==> src/rtl/serial_paralelo_sync.sv <==
// ---------------------------------------------------------------------------
// serial_paralelo_sync
//
// Serial-to-parallel receiver with comma-based word alignment. Shifts the
// serial line into a WIDTH-bit register (MSB first), hunts for COMMA or ~COMMA
// to find the word boundary, confirms the alignment with SYNC_COUNT
// consecutive aligned commas, and then emits every aligned word with a
// one-cycle valid strobe. Lock is dropped after LOSS_COUNT misaligned commas.
//
// Build option:
//   SP_COMMA_DROP_EN  when defined, comma words seen while locked are swallowed:
//                     no valid strobe, salidas keeps the previous data and
//                     es_comma stays low. When undefined, commas are emitted
//                     like data with es_comma=1.
//
// Ports:
//   clk           in   1      bit clock, posedge
//   rst           in   1      asynchronous reset, active-high
//   enb           in   1      bit enable; when low, all state holds
//   entrada       in   1      serial bit, MSB of each word first
//   salidas       out  WIDTH  aligned parallel word, registered
//   valid         out  1      one-cycle strobe, salidas holds a new word
//   es_comma      out  1      emitted word is COMMA/~COMMA (qualifies valid)
//   sincronizado  out  1      high while locked
//   estado        out  2      0=LOSS 1=ACQUIRE 2=LOCKED (3 behaves as LOSS)
//
// state      | meaning
// -----------+--------------------------------------------------------------
// ST_LOSS    | no alignment; any comma in the shift register sets the boundary
// ST_ACQUIRE | boundary tentative; counting consecutive aligned commas
// ST_LOCKED  | aligned; words emitted, misaligned commas counted
// ---------------------------------------------------------------------------
module serial_paralelo_sync #(
   parameter int unsigned      WIDTH      = 10,
   parameter logic [WIDTH-1:0] COMMA      = 10'b0011111010,
   parameter int unsigned      SYNC_COUNT = 4,
   parameter int unsigned      LOSS_COUNT = 4
) (
   input  logic             clk,
   input  logic             rst,
   input  logic             enb,
   input  logic             entrada,
   output logic [WIDTH-1:0] salidas,
   output logic             valid,
   output logic             es_comma,
   output logic             sincronizado,
   output logic [1:0]       estado
);

   localparam int unsigned       PW         = $clog2(WIDTH);
   localparam logic [PW-1:0]     PHASE_LAST = PW'(WIDTH - 1);
   localparam logic [3:0]        SYNC_LAST  = 4'(SYNC_COUNT - 1);
   localparam logic [3:0]        LOSS_LAST  = 4'(LOSS_COUNT - 1);

   typedef enum logic [1:0] {
      ST_LOSS    = 2'd0,
      ST_ACQUIRE = 2'd1,
      ST_LOCKED  = 2'd2
   } state_t;

   state_t            state_q;
   logic [WIDTH-1:0]  sr_q;
   logic [WIDTH-1:0]  salidas_q;
   logic              valid_q;
   logic              es_comma_q;
   logic [PW-1:0]     phase_q;
   logic [3:0]        comma_cnt_q;
   logic [3:0]        err_cnt_q;

   logic              match;
   logic              boundary;

   assign match    = (sr_q == COMMA) | (sr_q == ~COMMA);
   // phase_q is only meaningful once a boundary has been established
   assign boundary = (phase_q == PHASE_LAST);

   always_ff @(posedge clk or posedge rst) begin
      if (rst) begin
         state_q     <= ST_LOSS;
         sr_q        <= '0;
         salidas_q   <= '0;
         valid_q     <= 1'b0;
         es_comma_q  <= 1'b0;
         phase_q     <= '0;
         comma_cnt_q <= '0;
         err_cnt_q   <= '0;
      end else begin
         // strobes last exactly one cycle, also across enb=0 cycles
         valid_q    <= 1'b0;
         es_comma_q <= 1'b0;
         if (enb) begin
            sr_q <= {sr_q[WIDTH-2:0], entrada};
            case (state_q)
               ST_ACQUIRE: begin
                  if (boundary) begin
                     phase_q <= '0;
                     if (match) begin
                        if (comma_cnt_q >= SYNC_LAST) begin
                           state_q     <= ST_LOCKED;
                           comma_cnt_q <= '0;
                           err_cnt_q   <= '0;
                        end else begin
                           comma_cnt_q <= comma_cnt_q + 4'd1;
                        end
                     end else begin
                        state_q     <= ST_LOSS;
                        comma_cnt_q <= '0;
                     end
                  end else begin
                     phase_q <= phase_q + 1'b1;
                  end
               end

               ST_LOCKED: begin
                  if (boundary) begin
                     phase_q <= '0;
`ifdef SP_COMMA_DROP_EN
                     if (!match) begin
                        salidas_q <= sr_q;
                        valid_q   <= 1'b1;
                     end
`else
                     salidas_q  <= sr_q;
                     valid_q    <= 1'b1;
                     es_comma_q <= match;
`endif
                     if (match) begin
                        err_cnt_q <= '0;
                     end
                  end else begin
                     phase_q <= phase_q + 1'b1;
                     if (match) begin
                        // the comma shifts out on this same edge, so it can
                        // never be picked up again by the LOSS hunt
                        if (err_cnt_q >= LOSS_LAST) begin
                           state_q   <= ST_LOSS;
                           err_cnt_q <= '0;
                        end else begin
                           err_cnt_q <= err_cnt_q + 4'd1;
                        end
                     end
                  end
               end

               default: begin
                  // ST_LOSS and the unused encoding
                  state_q <= ST_LOSS;
                  if (match) begin
                     phase_q <= '0;
                     if (SYNC_COUNT <= 1) begin
                        state_q     <= ST_LOCKED;
                        comma_cnt_q <= '0;
                        err_cnt_q   <= '0;
                     end else begin
                        state_q     <= ST_ACQUIRE;
                        comma_cnt_q <= 4'd1;
                     end
                  end
               end
            endcase
         end
      end
   end

   assign salidas      = salidas_q;
   assign valid        = valid_q;
   assign es_comma     = es_comma_q;
   assign sincronizado = (state_q == ST_LOCKED);
   assign estado       = state_q;

endmodule

==> config.mk <==
export PLATFORM = sky130hd
export DESIGN_NAME = serial_paralelo_sync
export DESIGN_NICKNAME = d
export VERILOG_FILES = /design/src/rtl/serial_paralelo_sync.sv
export SDC_FILE = /design/constraint.sdc
export NUM_CORES = 1
export LEC_CHECK = 0
export CAP_MARGIN = 20
export CELL_PAD_IN_SITES_DETAIL_PLACEMENT = 0
export CELL_PAD_IN_SITES_GLOBAL_PLACEMENT = 1
export CORE_AREA = 8 8 70 72
export DETAILED_ROUTE_END_ITERATION = 7
export DIE_AREA = 0 0 78 80
export DONT_BUFFER_PORTS = 1
export PLACE_DENSITY = 0.68
export SYNTH_ARGS = -nofsm -noshare
export SYNTH_HDL_FRONTEND = slang
export SYNTH_SLANG_ARGS = --single-unit
==> constraint.sdc <==
create_clock -name clk -period 2.45 [get_ports clk]
set_input_delay 0.49 -clock clk [delete_from_list [all_inputs] [get_ports clk]]
set_output_delay 0.49 -clock clk [all_outputs]
set_load 0.005 [all_outputs]
Word-level counts from Yosys, hierarchy flattened
Cells that the tools add are included.
- equal/unequal tests: 12
- bitwise gates (word level): 2
- muxes and demuxes: 29
- $add $sub $neg: 3
- reductions and logical operators: 9
- magnitude comparators: 2
- operators by type and width (operator ; count):
    2-to-1 mux 4 bit ; 13
    case mux 4 bit (2 select lines) ; 2
    adder 4 x 1 -> 4 bit, second input constant ; 3
    2-to-1 mux 2 bit ; 6
    AND reduction 6 bit ; 2
    == test 10 bit, second input constant ; 1
    == test 10 x 8 -> 1 bit, second input constant ; 1
    greater-or-equal comparator 4 x 2 -> 1 bit, second input constant ; 2
    inequality test 2 bit, second input constant ; 4
    2-to-1 mux 1 bit ; 7
    nonzero test 2 bit ; 3
    == test 4 bit, second input constant ; 1
    inequality test 2 x 1 -> 1 bit, second input constant ; 2
    case mux 2 bit (2 select lines) ; 1
    AND reduction 4 bit ; 1
    inequality test 3 bit, second input constant ; 1
    AND reduction 3 bit ; 1
    == test 2 x 1 -> 1 bit, second input constant ; 1
    == test 2 bit, second input constant ; 1
    AND reduction 2 bit ; 1
    OR reduction 2 bit ; 1
    inverter 1 bit ; 1
    OR 1 bit ; 1
- logic and storage cells: 65
- output and inout port bits: 15
- flip-flop bits (word level): 36

Logic depth before layout (Yosys ltp)
Gate-level depths: netlist (run 1).
- depth after elaboration: 5
- mapped depth: 8
- mapped depth without buffers: 7

Worst setup path after synthesis (run 1)
Ideal clock, no wire load.
- path type: register to register
- from: reg sr_q[3]
- to: reg err_cnt_q[0]
- cell stages (with the launch flop): 6
- path slack: 0.365 ns
- period minus slack after synthesis: 2.085 ns
- required time: 2.325 ns
- arrival: 1.960 ns
- path buffers: 0
- cell sequence: dfrtp_1 > or4b_4 > nor4_4 > nor2_2 > a221o_2 > mux2_4
- cells in the longest elaborated chain, start to end: 4
- elaborated cells on any way between the ends: 6
- those cells by class: eq/ne (4); bitwise (1); reduce/logical (1)
- ends and longest elaborated chain (what ; line ; source):
    start, declared ; 62 ; logic [WIDTH-1:0] sr_q;
    start signal, assigned ; 92 ; sr_q <= {sr_q[WIDTH-2:0], entrada};
    == test 10 x 8 -> 1 bit / == test 10 bit (equally long branches) ; 73 ; assign match = (sr_q == COMMA) | (sr_q == ~COMMA);
    OR 1 bit (*) ; 73 ;
    inequality test 2 bit (no source line) / inequality test 2 x 1 -> 1 bit (equally long branches) ; -- ;
    AND reduction 6 bit (no source line) (*) ; -- ;
    end signal, assigned ; 139 ; err_cnt_q <= err_cnt_q + 4'd1;
    end, declared ; 68 ; logic [3:0] err_cnt_q;
Every way passes the cells marked *; elsewhere a longest branch is shown, timed or not.
A chain may end at the register's enable or synchronous reset.

Worst setup path after layout (run 1)
Same ends and word-level chain as after synthesis.

==> results of run 1 <==
## cells by family (layout without fill, tap and decap cells)
logic type / after synthesis / count (layout) / share of synthesized area
fa+ha+maj: 6 / 6 / 0.0453
simple gates: 37 / 37 / 0.141
buf+inv: 14 / 21 / 0.0325
mux: 23 / 23 / 0.157
compound gates: 20 / 20 / 0.0801
flops: 36 / 36 / 0.544
## power groups by stage
stage | Clock [uW] | Sequential, uW | Combinational, uW
after detailed placement | 0 | 788 | 184
final | 427 | 777 | 181
after global routing | 471 | 791 | 206
after floorplan | 0 | 759 | 152
after CTS | 445 | 776 | 185
after global placement | 0 | 782 | 173
## through the flow
| stage | total power, uW | setup WS (ps) | utilization |
|---|---|---|---|
| final | 1380 | 288 | 0.475 |
| after global routing | 1470 | 192 | 0.475 |
| after CTS | 1410 | 283 | 0.475 |
| after detailed placement | 972 | 287 | 0.452 |
| after global placement | 955 | 316 | 0.452 |
| after floorplan | 911 | 365 | - |
## layout make-up
class                   instances  share of cell area
repair buffers                  4              0.0232
inverters                       9              0.0184
multi-input cells              86               0.383
flip-flops and latches         36               0.492
clock buffers                   8              0.0492
well taps                      50              0.0342
## placed cells by master, fill, tap and decap left out, types with 2 or more instances in the layout
cell type / n
dfrtp_1: 36
mux2_2: 20
inv_1: 9
nand2_1: 8
nand3_1: 6
ha_1: 6
clkbuf_8: 6
a21oi_1: 5
o22ai_1: 4
nor3_1: 3
o21ai_0: 3
buf_4: 3
nor2_1: 2
nand2b_1: 2
nand4_1: 2
nor3b_1: 2
o21a_1: 2
mux2i_1: 2
nor2b_1: 2
clkbuf_1: 2
## path summary, 6_finish.rpt
path / to / slack, ps / depth (start not counted)
setup / recovery: err_cnt_q[0] / 290 / 5
hold / removal: err_cnt_q[0] / 200 / 1
setup reg to reg: err_cnt_q[0] / 290 / 5
hold reg to reg: err_cnt_q[2] / 500 / 1
max in group asynchronous: sr_q[6] / 1690 / 2
min in group clk: sr_q[0] / 350 / 1
## worst max-delay path, stage by stage, from the launching register on
cell and delay, ps:
dfrtp_1 410, or4b_4 550, nor4_4 270, nor2_2 70, a221o_2 440, mux2_4 300
## per-layer routing
metal | track usage | wire length (um) | vias up
met4 | 0.0500 | 34 | 0
met2 | 0.156 | 1390 | 16
li1 | - | - | 500
met1 | 0.124 | 1360 | 536
met3 | 0.0552 | 214 | 4
met5 | 0 | 0 | -
## sequential cells by signal, indices dropped and copies added, names as in the netlist
register,count
sr_q,10
es_comma,1
valid,1
estado,2
comma_cnt_q,4
salidas,10
phase_q,4
err_cnt_q,4
==> impl_metrics.py, run 1 <==
metrics = {
    "cells_and_area": {
        "final_design_area_no_fill_um2": 1830,
        "nFillCells": 377,
        "stdcell_count": 193,
        "multiInputGateArea_um2": 702,
        "fin_nets": 152,
        "final_layout_size_suffix_gt1_frac": 0.266,
        "n_antenna_cell": 0,
        "area.sequential_um2": 901,
        "area_delta_synth_final_pct": 10.6,
    },
    "sta": {
        "finClkSkew_ps": 6.90,
        "slew_headroom": 0.528,
        "fin_tns_setup_ps": 0,
        "timing.fmax_mhz": 463,
        "setup_violations": 0,
        "final.min_clock_period_ps": 2160,
        "tightest_slew_ps": 707,
        "rsz0062_at_grt": "no",
        "finalCritPeriodShare": 0.882,
        "hold_ws_ps": 201,
        "finalMaxSlewViolations": 0,
        "hold_viol": 0,
    },
    "pwr": {
        "vdd_drop_max_mv": 0.481,
        "powerDensity_nw_per_um2": 756,
        "netSwitchingFraction": 0.268,
        "seq_power_share": 0.561,
        "power_frac_comb": 0.131,
        "leakagePower_uw": 0.000853,
        "pwr-share-clk": 0.308,
        "switching_power_uw": 372,
        "intPower_uw": 1010,
    },
    "routing": {
        "vias_per_cell": 5.47,
        "wire_per_inst_um": 15.5,
        "wl_um": 2990,
        "drc": 0,
        "drt_iter0_markers": 38,
        "vias": 1056,
        "drtPass1Iterations": 4,
        "final_antenna_net_count": 0,
    },
    "place": {
        "dp.cells": 185,
        "gp_congestion": 0.710,
        "port_buffers": 0,
        "placedInstanceArea_um2": 1740,
        "dpl.hpwl_um": 2190,
    },
    "global_route": {
        "grt_antenna_before_repair": 0,
        "grt_pass1_vias": 1021,
        "grt_start_max_net_pins": 22,
        "grt_use_total": 0.106,
        "grt_pass1_wl_um": 5130,
        "grt_overflow": 0,
    },
    "cts": {
        "post_cts_buffers": 0,
        "cts_buffer_depth": 2,
        "clock_latency_ps": 290,
        "cts_inserted_buffers": 5,
        "cts.htree.levels": 2,
        "cts.repair.resized": 0,
        "root_buffer": "clkbuf_8",
        "clkTransAtPathRegs_ps": 70,
        "cts_tree": "built",
        "cts_hold_buf": 0,
        "clock_sinks": 36,
    },
    "synth": {
        "synth_cells": 136,
        "synth-edff-count": 0,
        "synth_area_um2": 1660,
        "synth_async_sr_flop_share": 1.00,
        "synth_fp_nets": 146,
        "yosysTopAreaCellShare": 0.544,
        "synth-seq-area-share": 0.544,
        "synth-main-ff-cell": "dfrtp_1",
        "ys_top_cells_by_area": "dfrtp_1, mux2_2, ha_1",
        "synth_most_common_cell": "dfrtp_1",
        "syn_area_per_cell_um2": 12.2,
        "yosys.area.top_type": "dfrtp_1",
        "netlist-cell-type-count": 37,
        "synth-seq-cells": 36,
        "synth_common_cells": "dfrtp_1, mux2_2, inv_1",
        "ys.warnings.count": 0,
    },
    "floorplanning": {
        "die_w_um": 78,
        "die_area_um2": 6240,
        "row_count": 23,
        "die_y_um": 80,
        "start_util": 0.430,
        "core-area_um2": 3860,
        "ios": 19,
    },
    "critical_path": {
        "criticalPathCategory": "flip-flop to flip-flop",
        "required_ps": 2630,
        "cp_max_fo": 5,
        "critPathLaunchType": "flip-flop",
        "crit_path_end_kind": "flip-flop",
        "rr_startpoint": "sr_q[3]",
        "arrival_ps": 2340,
        "setup.worst_path.start": "sr_q[3]",
    },
    "run": {
        "cap_violations": 0,
    },
    "worst_hold_path": {
        "hold_path_class": "input pin to asynchronous set/reset pin",
    },
    "outcome": {
        "status": "complete, no violations",
    },
}
(Power assumes the default switching activity.)
==> inputs of run 2 (changes only) <==
--- a/config.mk
+++ b/config.mk
@@ -12,7 +12,9 @@
 export DETAILED_ROUTE_END_ITERATION = 7
 export DIE_AREA = 0 0 78 80
 export DONT_BUFFER_PORTS = 1
+export GPL_TIMING_DRIVEN = 1
 export PLACE_DENSITY = 0.68
+export SKIP_LAST_GASP = 1
 export SYNTH_ARGS = -nofsm -noshare
 export SYNTH_HDL_FRONTEND = slang
 export SYNTH_SLANG_ARGS = --single-unit
==> constraint.sdc (replaced) <==
create_clock -name clk -period 2.17 [get_ports clk]
set_input_delay 0.434 -clock clk [delete_from_list [all_inputs] [get_ports clk]]
set_output_delay 0.434 -clock clk [all_outputs]
set_load 0.005 [all_outputs]
==> run 2 against run 1 <==
Effect of this change:
- setup slack got worse by 170 ps
- final area is 2.6% higher
- utilization is 1.2 points higher
- critical path depth unchanged
- flip-flop and latch count is the same
- wire length grew 4.8%
- highest routed layer unchanged
- combinational power up 34%
- fmax rose by 5.2%
- clock skew down 1.4 ps
- largest cell class unchanged
- final cell count up 2.1%
- clock-buffer cell count shrank 2
- critical path type unchanged
==> impl_metrics.py, run 2 (synthesized netlist as in run 1, its figures left out) <==
metrics = {
    "outcome": {
        "status": "complete, no violations",
    },
    "routing": {
        "drt_iter0_markers": 21,
        "wire_per_inst_um": 15.9,
        "vias_per_cell": 5.28,
        "final_antenna_net_count": 0,
        "drtPass1Iterations": 4,
        "drc": 0,
        "wl_um": 3140,
        "vias": 1041,
    },
    "cells_and_area": {
        "area_delta_synth_final_pct": 13.4,
        "fin_util": 0.487,
        "final_layout_size_suffix_gt1_frac": 0.293,
        "fin_nets": 156,
        "stdcell_count": 197,
        "final_cell_mix": "dfrtp_1, mux2_2, inv_1",
        "n_antenna_cell": 0,
        "layout_commonest_cell": "dfrtp_1",
    },
    "cts": {
        "cts.htree.levels": 2,
        "cts_tree": "built",
        "cts.repair.resized": 0,
        "cts_buffer_depth": 2,
        "post_cts_buffers": 0,
        "clock_latency_ps": 290,
        "clkTransAtPathRegs_ps": 70,
        "cts_hold_buf": 0,
        "cts_inserted_buffers": 5,
        "clock_sinks": 36,
        "root_buffer": "clkbuf_8",
    },
    "critical_path": {
        "crit_path_end_kind": "flip-flop",
        "path_cells": "or4b_4 -> nor4_4 -> nor2_2 -> a221o_2 -> mux2_4",
        "crit_slowest_cell": "or4b_4",
        "arrival_ps": 2230,
        "criticalPathCategory": "flip-flop to flip-flop",
        "required_ps": 2350,
        "cp_max_fo": 4,
        "max_stage_delay_ps": 550,
        "critPathLaunchType": "flip-flop",
    },
    "worst_hold_path": {
        "hold_path_class": "input pin to asynchronous set/reset pin",
    },
    "sta": {
        "timing.fmax_mhz": 487,
        "setup_violations": 0,
        "fin_tns_setup_ps": 0,
        "finClkSkew_ps": 5.55,
        "rsz0062_at_grt": "no",
        "slew_headroom": 0.555,
        "finalMaxSlewViolations": 0,
        "hold_viol": 0,
        "final.min_clock_period_ps": 2060,
        "tightest_slew_ps": 666,
        "finalCritPeriodShare": 0.947,
    },
    "floorplanning": {
        "die_y_um": 80,
        "core-area_um2": 3860,
        "row_count": 23,
        "start_util": 0.430,
        "die_w_um": 78,
        "die_area_um2": 6240,
        "ios": 19,
    },
    "run": {
        "cap_violations": 0,
    },
    "global_route": {
        "grt_pass1_wl_um": 5390,
        "grt_antenna_before_repair": 0,
        "grt_use_total": 0.109,
        "grt_overflow": 0,
        "grt_pass1_vias": 1100,
        "grt_start_max_net_pins": 22,
    },
    "place": {
        "dpl.hpwl_um": 2280,
        "dp.cells": 189,
        "port_buffers": 0,
        "gp_congestion": 0.689,
    },
    "pwr": {
        "vdd_drop_max_mv": 0.440,
        "powerDensity_nw_per_um2": 901,
        "power_uw": 1690,
        "leakagePower_uw": 0.000883,
    },
}
-- run 2: cell types whose count changed in the layout (fill, tap and decap cells not counted) --
cell       before  now
buf_4           3    7
bufinv_16       0    1
clkbuf_1        2    1
clkbuf_8        6    5
clkinv_2        0    1
-- run 2: final cells by class --
type                       count  area, um2
multi-input combinational     86        702
fill                         367       1980
clock buffer                   6       72.6
tap                           50       62.6
inverter                       9       33.8
clock inverter                 2       35.0
timing repair buffer           8       72.6
sequential                    36        901
-- run 2: routing by layer --
layer | global-route usage | routed length, um | vias to the layer above
met5 | 0 | 0 | -
met1 | 0.127 | 1450 | 516
met2 | 0.175 | 1470 | 14
met4 | 0.0500 | 53 | 0
li1 | - | - | 505
met3 | 0.0428 | 160 | 6
-- run 2: power breakdown --
group	internal (uW)	switching [uW]
registers	767	99.1
clock network	341	244
logic	139	104
total	1250	447
-- run 2: worst max-delay path: cells and delay by family, from the launching register on --
kind / cells / cell delay [ps]
AOI/OAI and AO/OA: 1 / 440
DFF: 1 / 380
muxes: 1 / 300
and+or+nand+nor: 3 / 830
-- run 2: worst paths after layout --
check | startpoint | to | slack (ps) | cells past startpoint
worst min-delay path | rst | phase_q[3] | 120 | 1
worst min register to register | err_cnt_q[2] | err_cnt_q[2] | 490 | 1
max in group asynchronous | rst | valid | 1500 | 2
min in group clk | enb | es_comma | 290 | 2
worst max register to register | sr_q[3] | err_cnt_q[0] | 110 | 5
worst max-delay path | sr_q[3] | err_cnt_q[0] | 110 | 5
-- run 2: through the flow --
stage,cell area [um2],setup slack (ps),hold WS (ps)
finish,1880,115,120
global route,1880,31.1,179
global placement,1770,77.0,459
floorplan,1660,84.9,455
CTS,1880,38.4,146
detailed placement,1770,41.6,462
